`src/rtl/muldiv_pkg.sv`:
```
// muldiv_pkg: shared definitions for the Mul_Div sequencer, the Mul_Div unit
// and the decoder.
//   - one-hot operation codes driven on the Mul_Div choice bus
//   - sequencer state encoding
//   - default timeout in RUN cycles
//   - is_onehot() helper used to qualify requests
package muldiv_pkg;

    localparam logic [3:0] OP_DIV   = 4'b1000;
    localparam logic [3:0] OP_DIVU  = 4'b0100;
    localparam logic [3:0] OP_MUL   = 4'b0010;
    localparam logic [3:0] OP_MULTU = 4'b0001;

    localparam int TIMEOUT_DEF = 64;

    typedef enum logic [1:0] {
        ST_IDLE  = 2'd0,
        ST_ISSUE = 2'd1,
        ST_RUN   = 2'd2
    } state_t;

    function automatic logic is_onehot(input logic [3:0] v);
        return (v != 4'd0) && ((v & (v - 4'd1)) == 4'd0);
    endfunction

endpackage

```
`src/rtl/muldiv_ctrl.sv`:
```
// muldiv_ctrl: sequencer between decode/execute and the multi-cycle Mul_Div unit.
// Accepts MUL/MULTU/DIV/DIVU, launches the unit for one cycle, stalls the CPU
// while it runs and commits q/r into LO/HI. Also services MTHI/MTLO, catches
// divide-by-zero without launching, and aborts a hung unit after TIMEOUT cycles.
//
// Ports:
//   clk, rst            clock (rising edge), synchronous active-low reset
//   op_valid, op_sel    mul/div request, one-hot op code
//   mthi, mtlo, rs_val  HI/LO writes; rs_val also operand a
//   rt_val              operand b
//   stall               CPU must hold its instruction (state != IDLE)
//   hi, lo              architectural HI/LO registers
//   done                one-cycle completion pulse
//   err                 sticky timeout flag
//   md_choice/md_a/md_b launch interface to Mul_Div
//   md_buzy/md_q/md_r   Mul_Div status and results
module muldiv_ctrl
    import muldiv_pkg::*;
#(
    parameter int TIMEOUT = TIMEOUT_DEF,
    parameter int W       = 32
) (
    input  logic         clk,
    input  logic         rst,
    input  logic         op_valid,
    input  logic [3:0]   op_sel,
    input  logic         mthi,
    input  logic         mtlo,
    input  logic [W-1:0] rs_val,
    input  logic [W-1:0] rt_val,
    output logic         stall,
    output logic [W-1:0] hi,
    output logic [W-1:0] lo,
    output logic         done,
    output logic         err,
    output logic [3:0]   md_choice,
    output logic [W-1:0] md_a,
    output logic [W-1:0] md_b,
    input  logic         md_buzy,
    input  logic [W-1:0] md_q,
    input  logic [W-1:0] md_r
);

    localparam int CW = (TIMEOUT > 1) ? $clog2(TIMEOUT) : 1;
    localparam logic [CW-1:0] CNT_LAST = CW'(TIMEOUT - 1);

    state_t        state, state_nx;
    logic [3:0]    op_r;
    logic [CW-1:0] cnt;

    logic is_div;
    logic accept;   // launch the unit
    logic dz;       // divide-by-zero: answer immediately, HI/LO untouched
    logic commit;   // unit finished, write HI/LO
    logic abort;    // unit hung past the timeout
    logic wr_hi, wr_lo;

    assign is_div = (op_sel == OP_DIV) || (op_sel == OP_DIVU);
    assign stall  = (state != ST_IDLE);

    always_comb begin
        state_nx  = state;
        accept    = 1'b0;
        dz        = 1'b0;
        commit    = 1'b0;
        abort     = 1'b0;
        wr_hi     = 1'b0;
        wr_lo     = 1'b0;
        md_choice = 4'd0;
        case (state)
            ST_IDLE: begin
                // a request (even a malformed one) takes priority over MTHI/MTLO
                if (op_valid) begin
                    if (is_onehot(op_sel)) begin
                        if (is_div && (rt_val == '0)) begin
                            dz = 1'b1;
                        end else begin
                            accept   = 1'b1;
                            state_nx = ST_ISSUE;
                        end
                    end
                end else begin
                    wr_hi = mthi;
                    wr_lo = mtlo;
                end
            end
            ST_ISSUE: begin
                md_choice = op_r;
                state_nx  = ST_RUN;
            end
            ST_RUN: begin
                if (!md_buzy) begin
                    commit   = 1'b1;
                    state_nx = ST_IDLE;
                end else if (cnt == CNT_LAST) begin
                    abort    = 1'b1;
                    state_nx = ST_IDLE;
                end
            end
            default: state_nx = ST_IDLE;
        endcase
    end

    always_ff @(posedge clk) begin
        if (!rst) begin
            state <= ST_IDLE;
            op_r  <= 4'd0;
            md_a  <= '0;
            md_b  <= '0;
            hi    <= '0;
            lo    <= '0;
            done  <= 1'b0;
            err   <= 1'b0;
            cnt   <= '0;
        end else begin
            state <= state_nx;
            done  <= commit | dz;
            if (accept) begin
                md_a <= rs_val;
                md_b <= rt_val;
                op_r <= op_sel;
            end
            if (state == ST_ISSUE)
                cnt <= '0;
            else if ((state == ST_RUN) && md_buzy && !abort)
                cnt <= cnt + CW'(1);
            if (abort)
                err <= 1'b1;
            if (commit) begin
                hi <= md_r;
                lo <= md_q;
            end else begin
                if (wr_hi) hi <= rs_val;
                if (wr_lo) lo <= rs_val;
            end
        end
    end

endmodule

```
`config.mk`:
```
export PLATFORM = sky130hd
export DESIGN_NAME = muldiv_ctrl
export DESIGN_NICKNAME = d
export VERILOG_FILES = /design/src/rtl/muldiv_pkg.sv /design/src/rtl/muldiv_ctrl.sv
export SDC_FILE = /design/constraint.sdc
export NUM_CORES = 1
export LEC_CHECK = 0
export CORE_UTILIZATION = 42
export CTS_CLUSTER_DIAMETER = 30
export DETAILED_ROUTE_END_ITERATION = 6
export GPL_ROUTABILITY_DRIVEN = 0
export PLACE_DENSITY_LB_ADDON = 0.15
export SYNTH_ARGS = -nofsm -noshare
export SYNTH_HDL_FRONTEND = slang
export SYNTH_SLANG_ARGS = --single-unit
export TNS_END_PERCENT = 30
```
`constraint.sdc`:
```
create_clock -name clk -period 1.8 [get_ports clk]
set_input_delay 0.18 -clock clk [delete_from_list [all_inputs] [get_ports clk]]
set_output_delay 0.18 -clock clk [all_outputs]
set_load 0.02 [all_outputs]
```
==> results_dict.tcl, run 1 <==
set metrics [dict create \
    drtIter0Drc 341 \
    wirelength_um 18300 \
    nets 1094 \
    required_ns 2.13 \
    antenna_found_initial 0 \
    cts_sinks 142 \
    grt_pass1_wl_um 27500 \
    htreeDepth 4 \
    cts_buffers 17 \
    diodes 0 \
    grt.total_usage_pct 23.7 \
    vias_per_cell 5.13 \
    cp_slowest_cell "clkdlybuf4s50_1" \
    syn_to_final_growth_pct 59.3 \
    ctsHoldBuffers 0 \
    drive_above_1_share_pct 6.94 \
    maxCapViolCount 0 \
    synth_top_area_share_pct 46.6 \
    dp_hpwl_um 13400 \
    regToRegSetupSlack_ns 0.15 \
    die_area_um2 15000 \
    io_pins 273 \
    cp-start-kind "primary input" \
    yosysSeqAreaShare_pct 46.6 \
    syn-cell-area_um2 6100 \
    skew_ns 0.00361 \
    slew_violations 0 \
    synthCells 688 \
    ys_warn_count 0 \
    layout_common_cells "clkdlybuf4s50_1 (265), nand2_1 (207), dfxtp_1 (142)" \
    ant_nets 0 \
    worst_r2r_path_depth 6 \
    cp-end-kind "flip-flop" \
    mostFrequentLayoutCell "clkdlybuf4s50_1" \
    cts_root_buf "clkbuf_16" \
    finalSetupViolations 0 \
    hold-path-endpoint "op_r[2]" \
    clk_latency_ns 0.41 \
    wl_per_cell_um 15.9 \
    synth.avg_cell_area_um2 8.87 \
    critical_path_class "in2reg" \
    synth-main-ff-cell "dfxtp_1" \
    crit_chain "clkdlybuf4s50_1, nor4b_1, o311a_1, nor2b_4, buf_12, mux2i_1" \
    min-delay-start "op_sel[2]" \
    clkTransAtPathRegs_ns 0.05 \
    dr_wl_met2_um 9210 \
    peakVddDrop_uv 459 \
    post-route-period-util_pct 94.4 \
    critPathArrivalTime_ns 2.03 \
    yosysTopAreaCell "dfxtp_1" \
    worst_slew_pin_slew_ns 0.417 \
    fin_setup_tns_ns 0 \
    powerDensity_nw_per_um2 856 \
    grt_overflow 0 \
    synth_edf_count 0 \
    grt_pass1_vias 5642 \
    num_rows 43 \
    drtPass1Iterations 4 \
    ys_async_sr_fraction_pct 0 \
    met3_length_um 1320 \
    hold_viol 0 \
    fp.dieW_um 123 \
    grt_max_degree 60 \
    critPathMaxStageDelay_ns 0.49 \
    ys_types 34 \
    fin_crit_ns 1.70 \
    top_layer "met4" \
    critPathMaxFanout 35 \
    grt_setup_unrepaired "no" \
    status "finished, final reports clean" \
    hold_class "in2reg" \
    wl_met1_um 7370 \
    cts_buffer_depth 2 \
    core_region_area_um2 14000 \
    reg2reg_from "state[0]" \
    min_path_cells 3 \
    fmax_ghz 0.589 \
    synth.area.top_cells "dfxtp_1 (47%), nand2_1 (13%), mux2i_1 (11%), o211a_1 (11%), a21oi_1 (5.6%)" \
    yosys_register_bits 142 \
    drc 0 \
    cts_tree "done" \
    post-route-util_pct 69.2 \
    die_h_um 123 \
    vias 5876 \
    numPortBuffers 272 \
    r2r-end "op_r[2]" \
    slew_headroom_pct 72.2 \
    syn-num-nets 827 \
    p_leak_uw 0.00430 \
    initial_core_util_pct 43.4 \
]
-- critical path: cells and delay by family --
family	cells	cell delay, ns
buf+inv	2	0.77
compound gates	1	0.24
mux	1	0.26
simple gates	2	0.57
-- cell usage after synthesis, drive strengths merged (2+ instances only) --
cell type	number
a21o	2
a21oi	68
and2	4
and3	3
buf	28
clkbuf	27
dfxtp	142
inv	2
mux2i	68
nand2	207
nand4	3
nor2	7
nor2b	35
nor3	3
nor4	8
nor4b	2
o211a	64
xnor2	2
xor2	4
-- timing repair --
| action | 4_1_cts | 5_1_grt |
|---|---|---|
| setup endpoints to repair | 5 | 9 |
| hold endpoints to repair | 0 | 0 |
| resized for setup | 6 | 2 |
| buffers inserted | 0 | 2 |
-- worst max path at each step --
stage               start  endpoint  slack [ns]  cells after the start
2_1_floorplan      cnt[0]    cnt[5]        0.26                      6
3_3_place_gp   rt_val[26]  md_a[20]       -0.28                      7
3_5_place_dp    op_sel[2]  md_a[19]       -0.33                      8
4_1_cts         op_sel[2]  md_a[19]        0.10                      8
5_1_grt        rt_val[26]   md_b[6]        0.02                      7
6_report        op_sel[1]   op_r[2]        0.10                      6
-- registers in the layout, summed over array words and instances (netlist names) --
register  flops
hi           32
lo           32
md_a         32
md_b         32
cnt           6
op_r          4
state         2
done          1
err           1
-- final cells by class --
cell class / count / area (um^2)
clock buffers: 23 / 488
clock inverters: 7 / 62.6
fillers: 1129 / 4320
inverters: 2 / 7.51
multi-input cells: 489 / 3000
flip-flops and latches: 142 / 2840
well taps: 180 / 225
repair buffers: 303 / 3090
-- stage by stage --
stage / setup slack, ns / power (uW) / cell area [um^2] / instances / hold slack, ns
final: 0.101 / 8320 / 9720 / 1146 / 0.163
after CTS: 0.102 / 8380 / 9700 / 1144 / 0.173
after global routing: 0.0222 / 8670 / 9720 / 1146 / 0.169
after global placement: -0.278 / 5080 / 9150 / 1114 / 0.441
after floorplan: 0.258 / 4240 / 6100 / 688 / 0.322
after detailed placement: -0.329 / 5120 / 9150 / 1114 / 0.448
-- routing by layer --
metal  global-route usage [%]  vias up
met1                     26.6     2752
met4                     8.84        0
met3                     6.78       26
met2                     42.2      211
met5                        0        -
li1                         -     2887
-- kinds of logic (layout without fill, tap and decap cells) --
kind of cell	count (synthesis)	count (layout)	share of synthesized area, %
muxes	68	68	11.2
and+or+nand+nor	276	276	19.8
xor gates and xnor gates	6	6	0.862
AOI/OAI and AO/OA	138	138	16.9
DFF	142	142	46.6
buffers and inverters	57	335	4.53
adders and majority gates	1	1	0.205
-- report_power, final --
group | switching (uW) | total (uW) | leakage, uW | internal, uW
combinational | 752 | 1620 | 0.00287 | 865
sequential | 108 | 3450 | 0.00116 | 3340
clock | 1240 | 3260 | 0.000274 | 2020
Note: power is estimated with default switching activity, not from simulation.
==> run 2, diff against run 1 <==
Settings changed: CORE_UTILIZATION 42 to 45.
Clock period 1.8 ns to 2 ns, I/O delays scaled along.
==> results_dict.tcl, run 2 (synthesized netlist as in run 1, its figures left out) <==
set metrics [dict create \
    status "finished, final reports clean" \
    seq_power_share_pct 42.3 \
    pwr-share-clk_pct 38.0 \
    worst_r2r_path_depth 6 \
    grtUsageMet1_pct 29.5 \
    regToRegSetupSlack_ns 0.22 \
    drive_above_1_share_pct 5.15 \
    nets 1082 \
    cp-end-kind "primary output" \
    drtPass1Iterations 5 \
    peakVddDrop_uv 484 \
    required_ns 1.80 \
    cp-start-kind "flip-flop" \
    post-route-period-util_pct 94.9 \
    worst_slew_pin_slew_ns 0.509 \
    finalNonFillerCells 1128 \
    vias_per_cell 5.14 \
    cts_tree "done" \
    grt.total_usage_pct 25.4 \
    layout_common_cells "clkdlybuf4s50_1 (267), nand2_1 (207), dfxtp_1 (142)" \
    fp.dieW_um 118 \
    cts_buffers 17 \
    wl_per_cell_um 15.6 \
    clkTransAtPathRegs_ns 0.06 \
    grt_setup_unrepaired "no" \
    switching_share_pct 25.0 \
    initial_core_util_pct 46.1 \
    p_leak_uw 0.00421 \
    drtIter0Drc 288 \
    grt.met3_usage_pct 7.77 \
    comb_power_share_pct 19.6 \
    cp_slowest_cell "clkdlybuf4s50_1" \
    p_total_uw 7320 \
    reg2reg_from "state[1]" \
    grt_most_used_layer "met2" \
    crit_chain "nor2_1, inv_1, clkdlybuf4s50_1" \
    mostFrequentLayoutCell "clkdlybuf4s50_1" \
    io_pins 273 \
    finalSetupViolations 0 \
    drc 0 \
    seq_area_um2 2840 \
    cts_sinks 142 \
    clk_latency_ns 0.41 \
    fmax_ghz 0.527 \
    critPathMaxStageDelay_ns 0.63 \
    die_area_um2 14000 \
    critPathMaxFanout 6 \
    r2r-end "hi[25]" \
    skew_ns 0.00527 \
    critPathArrivalTime_ns 1.70 \
    cts_buffer_depth 2 \
    grt.met2_usage_pct 42.5 \
    maxCapViolCount 0 \
    placed_cells 1100 \
    hold-path-endpoint "md_b[21]" \
    min_path_cells 3 \
    hold_class "in2reg" \
    ant_nets 0 \
    grt_pass1_vias 5648 \
    dp_hpwl_um 12900 \
    min-delay-start "rst" \
    grt_pass1_wl_um 28000 \
    p_int_uw 5490 \
    htreeDepth 4 \
    grt_max_degree 71 \
    vias 5793 \
    hold_viol 0 \
    grt_overflow 0 \
    cts_root_buf "clkbuf_16" \
    fin_crit_ns 1.90 \
    ctsHoldBuffers 0 \
    numPortBuffers 272 \
    num_rows 42 \
    diodes 0 \
    antenna_found_initial 0 \
    syn_to_final_growth_pct 57.2 \
    core_region_area_um2 13200 \
    multiInputGateArea_um2 3000 \
    fillers 1039 \
    wirelength_um 17600 \
    slew_violations 0 \
    powerDensity_nw_per_um2 763 \
    critical_path_class "reg2out" \
    slew_headroom_pct 65.7 \
    die_h_um 118 \
    p_sw_uw 1830 \
]
## run 2: cell types whose count changed in the layout (fill, tap and decap cells not counted)
cell | previous run | this run
nor2b_4 | 1 | 2
dlygate4sd2_1 | 5 | 4
buf_4 | 20 | 8
bufinv_16 | 1 | 0
clkbuf_1 | 2 | 5
clkbuf_8 | 4 | 5
nor4_2 | 1 | 0
nor2b_2 | 1 | 0
nor4_1 | 7 | 8
clkinv_2 | 5 | 1
clkinvlp_4 | 1 | 0
dlymetal6s2s_1 | 1 | 0
clkdlybuf4s50_1 | 265 | 267
## run 2: what timing repair did
| item | CTS | global route |
|---|---|---|
| resized for setup | 6 | 0 |
| buffers inserted | 0 | 0 |
| endpoints found under the setup margin | 4 | 0 |
## run 2: worst max path at each step
stage / startpoint / to / slack (ns)
2_1_floorplan: cnt[0] / cnt[5] / 0.46
3_3_place_gp: rt_val[17] / md_a[13] / -0.18
3_5_place_dp: rt_val[26] / md_b[17] / -0.22
4_1_cts: state[1] / stall / 0.08
5_1_grt: state[1] / stall / 0.03
6_report: state[1] / stall / 0.10
## run 2: layout make-up
type | instances | area share [%]
repair buffers | 291 | 31.3
inverters | 2 | 0.0783
well taps | 176 | 2.30
clock buffers | 27 | 5.35
multi-input cells | 489 | 31.3
flip-flops and latches | 142 | 29.6
clock inverters | 1 | 0.0522
## run 2: routing by layer
| metal | up-vias | wire length (um) |
|---|---|---|
| met5 | - | 0 |
| met4 | 0 | 501 |
| met3 | 34 | 1210 |
| met2 | 216 | 8470 |
| met1 | 2686 | 7430 |
| li1 | 2857 | - |
## run 2: metrics by stage
step / instance area (um^2) / setup WS (ns) / utilization [%] / setup TNS (ns) / hold slack [ns]
after detailed placement: 9070 / -0.216 / 68.5 / -13.30 / 0.446
after global routing: 9590 / 0.0259 / 72.4 / 0 / 0.254
final: 9590 / 0.101 / 72.4 / 0 / 0.247
after CTS: 9590 / 0.0815 / 72.4 / 0 / 0.230
after global placement: 9070 / -0.183 / 68.5 / -11.48 / 0.441
after floorplan: 6100 / 0.458 / - / 0 / 0.342
## run 2: worst max-delay path, delay by kind of cell, from the launching register on
family,cells,cell delay [ns]
flops,1,0.46
buf+inv,2,0.71
simple gates,1,0.12
## run 2: power groups by stage
stage          logic, uW  clock network [uW]  registers (uW)
4_1_cts             1440                2850            3100
2_1_floorplan        471                   0            3350
3_3_place_gp        1410                   0            3150
3_5_place_dp        1440                   0            3150
6_report            1440                2790            3100
5_1_grt             1530                2990            3120
==> run 3, diff against run 2 <==
Settings changed: CORE_MARGIN set to 2, CTS_BUF_LIST set to sky130_fd_sc_hd__clkbuf_16.
==> results_dict.tcl, run 3 (synthesized netlist as in run 1, its figures left out) <==
set metrics [dict create \
    status "finished, final reports clean" \
    initial_core_util_pct 46.1 \
    wl_per_cell_um 16.2 \
    critPathArrivalTime_ns 1.63 \
    fin_setup_tns_ns 0 \
    slew_violations 0 \
    grt_pass1_vias 5790 \
    wirelength_um 18400 \
    drive_above_1_share_pct 5.45 \
    syn_to_final_growth_pct 59.2 \
    fp.dieW_um 120 \
    p_total_uw 8030 \
    finalSetupViolations 0 \
    place_ws_ns -0.123 \
    fin_crit_ns 1.83 \
    die_area_um2 14500 \
    p_leak_uw 0.00427 \
    met3_length_um 1390 \
    ctsHoldBuffers 0 \
    required_ns 1.80 \
    grt_setup_unrepaired "no" \
    seq_area_um2 2840 \
    grt.total_usage_pct 25.0 \
    die_h_um 120 \
    dr_wl_met2_um 8990 \
    peakVddDrop_uv 475 \
    fillers 1006 \
    numPortBuffers 272 \
    vias 5830 \
    drtPass1Iterations 5 \
    slew_headroom_pct 67.4 \
    io_pins 273 \
    finalWorstSetupSlack_ns 0.166 \
    hold_class "in2reg" \
    cts_root_buf "clkbuf_16" \
    num_rows 42 \
    post-route-period-util_pct 91.7 \
    layout_common_cells "clkdlybuf4s50_1 (267), nand2_1 (207), dfxtp_1 (142)" \
    cp-start-kind "flip-flop" \
    grt_max_degree 72 \
    wl_met1_um 7490 \
    critical_path_class "reg2out" \
    nets 1081 \
    ctsResizeCount 5 \
    cts_buffers 17 \
    critPathMaxFanout 6 \
    fin_hold_ws_ns 0.220 \
    cp-end-kind "primary output" \
    placed_cells 1099 \
    vias_per_cell 5.15 \
    fmax_ghz 0.545 \
    cts_post_setup_buffers_inserted 0 \
    hold_viol 0 \
    mostFrequentLayoutCell "clkdlybuf4s50_1" \
    htreeDepth 4 \
    maxCapViolCount 0 \
    worst_slew_pin_slew_ns 0.485 \
    drtIter0Drc 329 \
    grt_pass1_wl_um 28700 \
    drc 0 \
    powerDensity_nw_per_um2 827 \
    multiInputGateArea_um2 3000 \
    clk_latency_ns 0.42 \
    antenna_found_initial 0 \
    clkTransAtPathRegs_ns 0.06 \
    ant_nets 0 \
    top_layer "met4" \
    diodes 0 \
    core_region_area_um2 13200 \
    finalNonFillerCells 1131 \
    cts_tree "done" \
    cts_buffer_depth 2 \
    cts_sinks 142 \
    skew_ns 0.00499 \
    dp_hpwl_um 13200 \
    grt_overflow 0 \
]
[run 3: cell types whose count changed in the layout (fill, tap and decap cells not counted), sizes merged]
cell | previous run | this run
buf | 20 | 19
bufinv | 0 | 6
clkbuf | 27 | 17
clkinv | 1 | 7
inv | 2 | 4
[run 3: worst max-delay path: stages (launching register included)]
cell and delay, ns:
dfxtp_1 0.42, nor2_1 0.10, inv_1 0.08, clkdlybuf4s50_1 0.62
[run 3: path summary, 6_finish.rpt]
kind	from	end	slack, ns	depth (start not counted)
hold reg to reg	md_a[26]	md_a[26]	0.46	2
hold / removal	rst	md_b[17]	0.22	3
setup reg to reg	state[1]	lo[7]	0.34	6
setup / recovery	state[1]	stall	0.17	3
[run 3: area by class of cell]
type                    instances  share of cell area [%]
clock buffers                  17                    4.38
clock inverters                15                    2.33
inverters                       2                  0.0773
multi-input cells             489                    30.9
flip-flops and latches        142                    29.3
well taps                     176                    2.27
repair buffers                290                    30.8
[run 3: per-stage QoR]
stage	instance area, um^2	utilization, %
after floorplan	6100	-
after global placement	9060	68.4
after detailed placement	9060	68.4
after CTS	9710	73.3
after global routing	9710	73.3
final	9710	73.3
[run 3: metal layers]
layer  vias up  global-route usage [%]
li1       2864                       -
met1      2702                    29.1
met2       228                    42.6
met3        36                    7.50
met4         0                    10.4
met5         -                       0
[run 3: where the power goes]
| part | internal, uW | switching [uW] |
|---|---|---|
| Sequential | 3000 | 94.2 |
| Clock | 2310 | 1170 |
| Combinational | 768 | 678 |
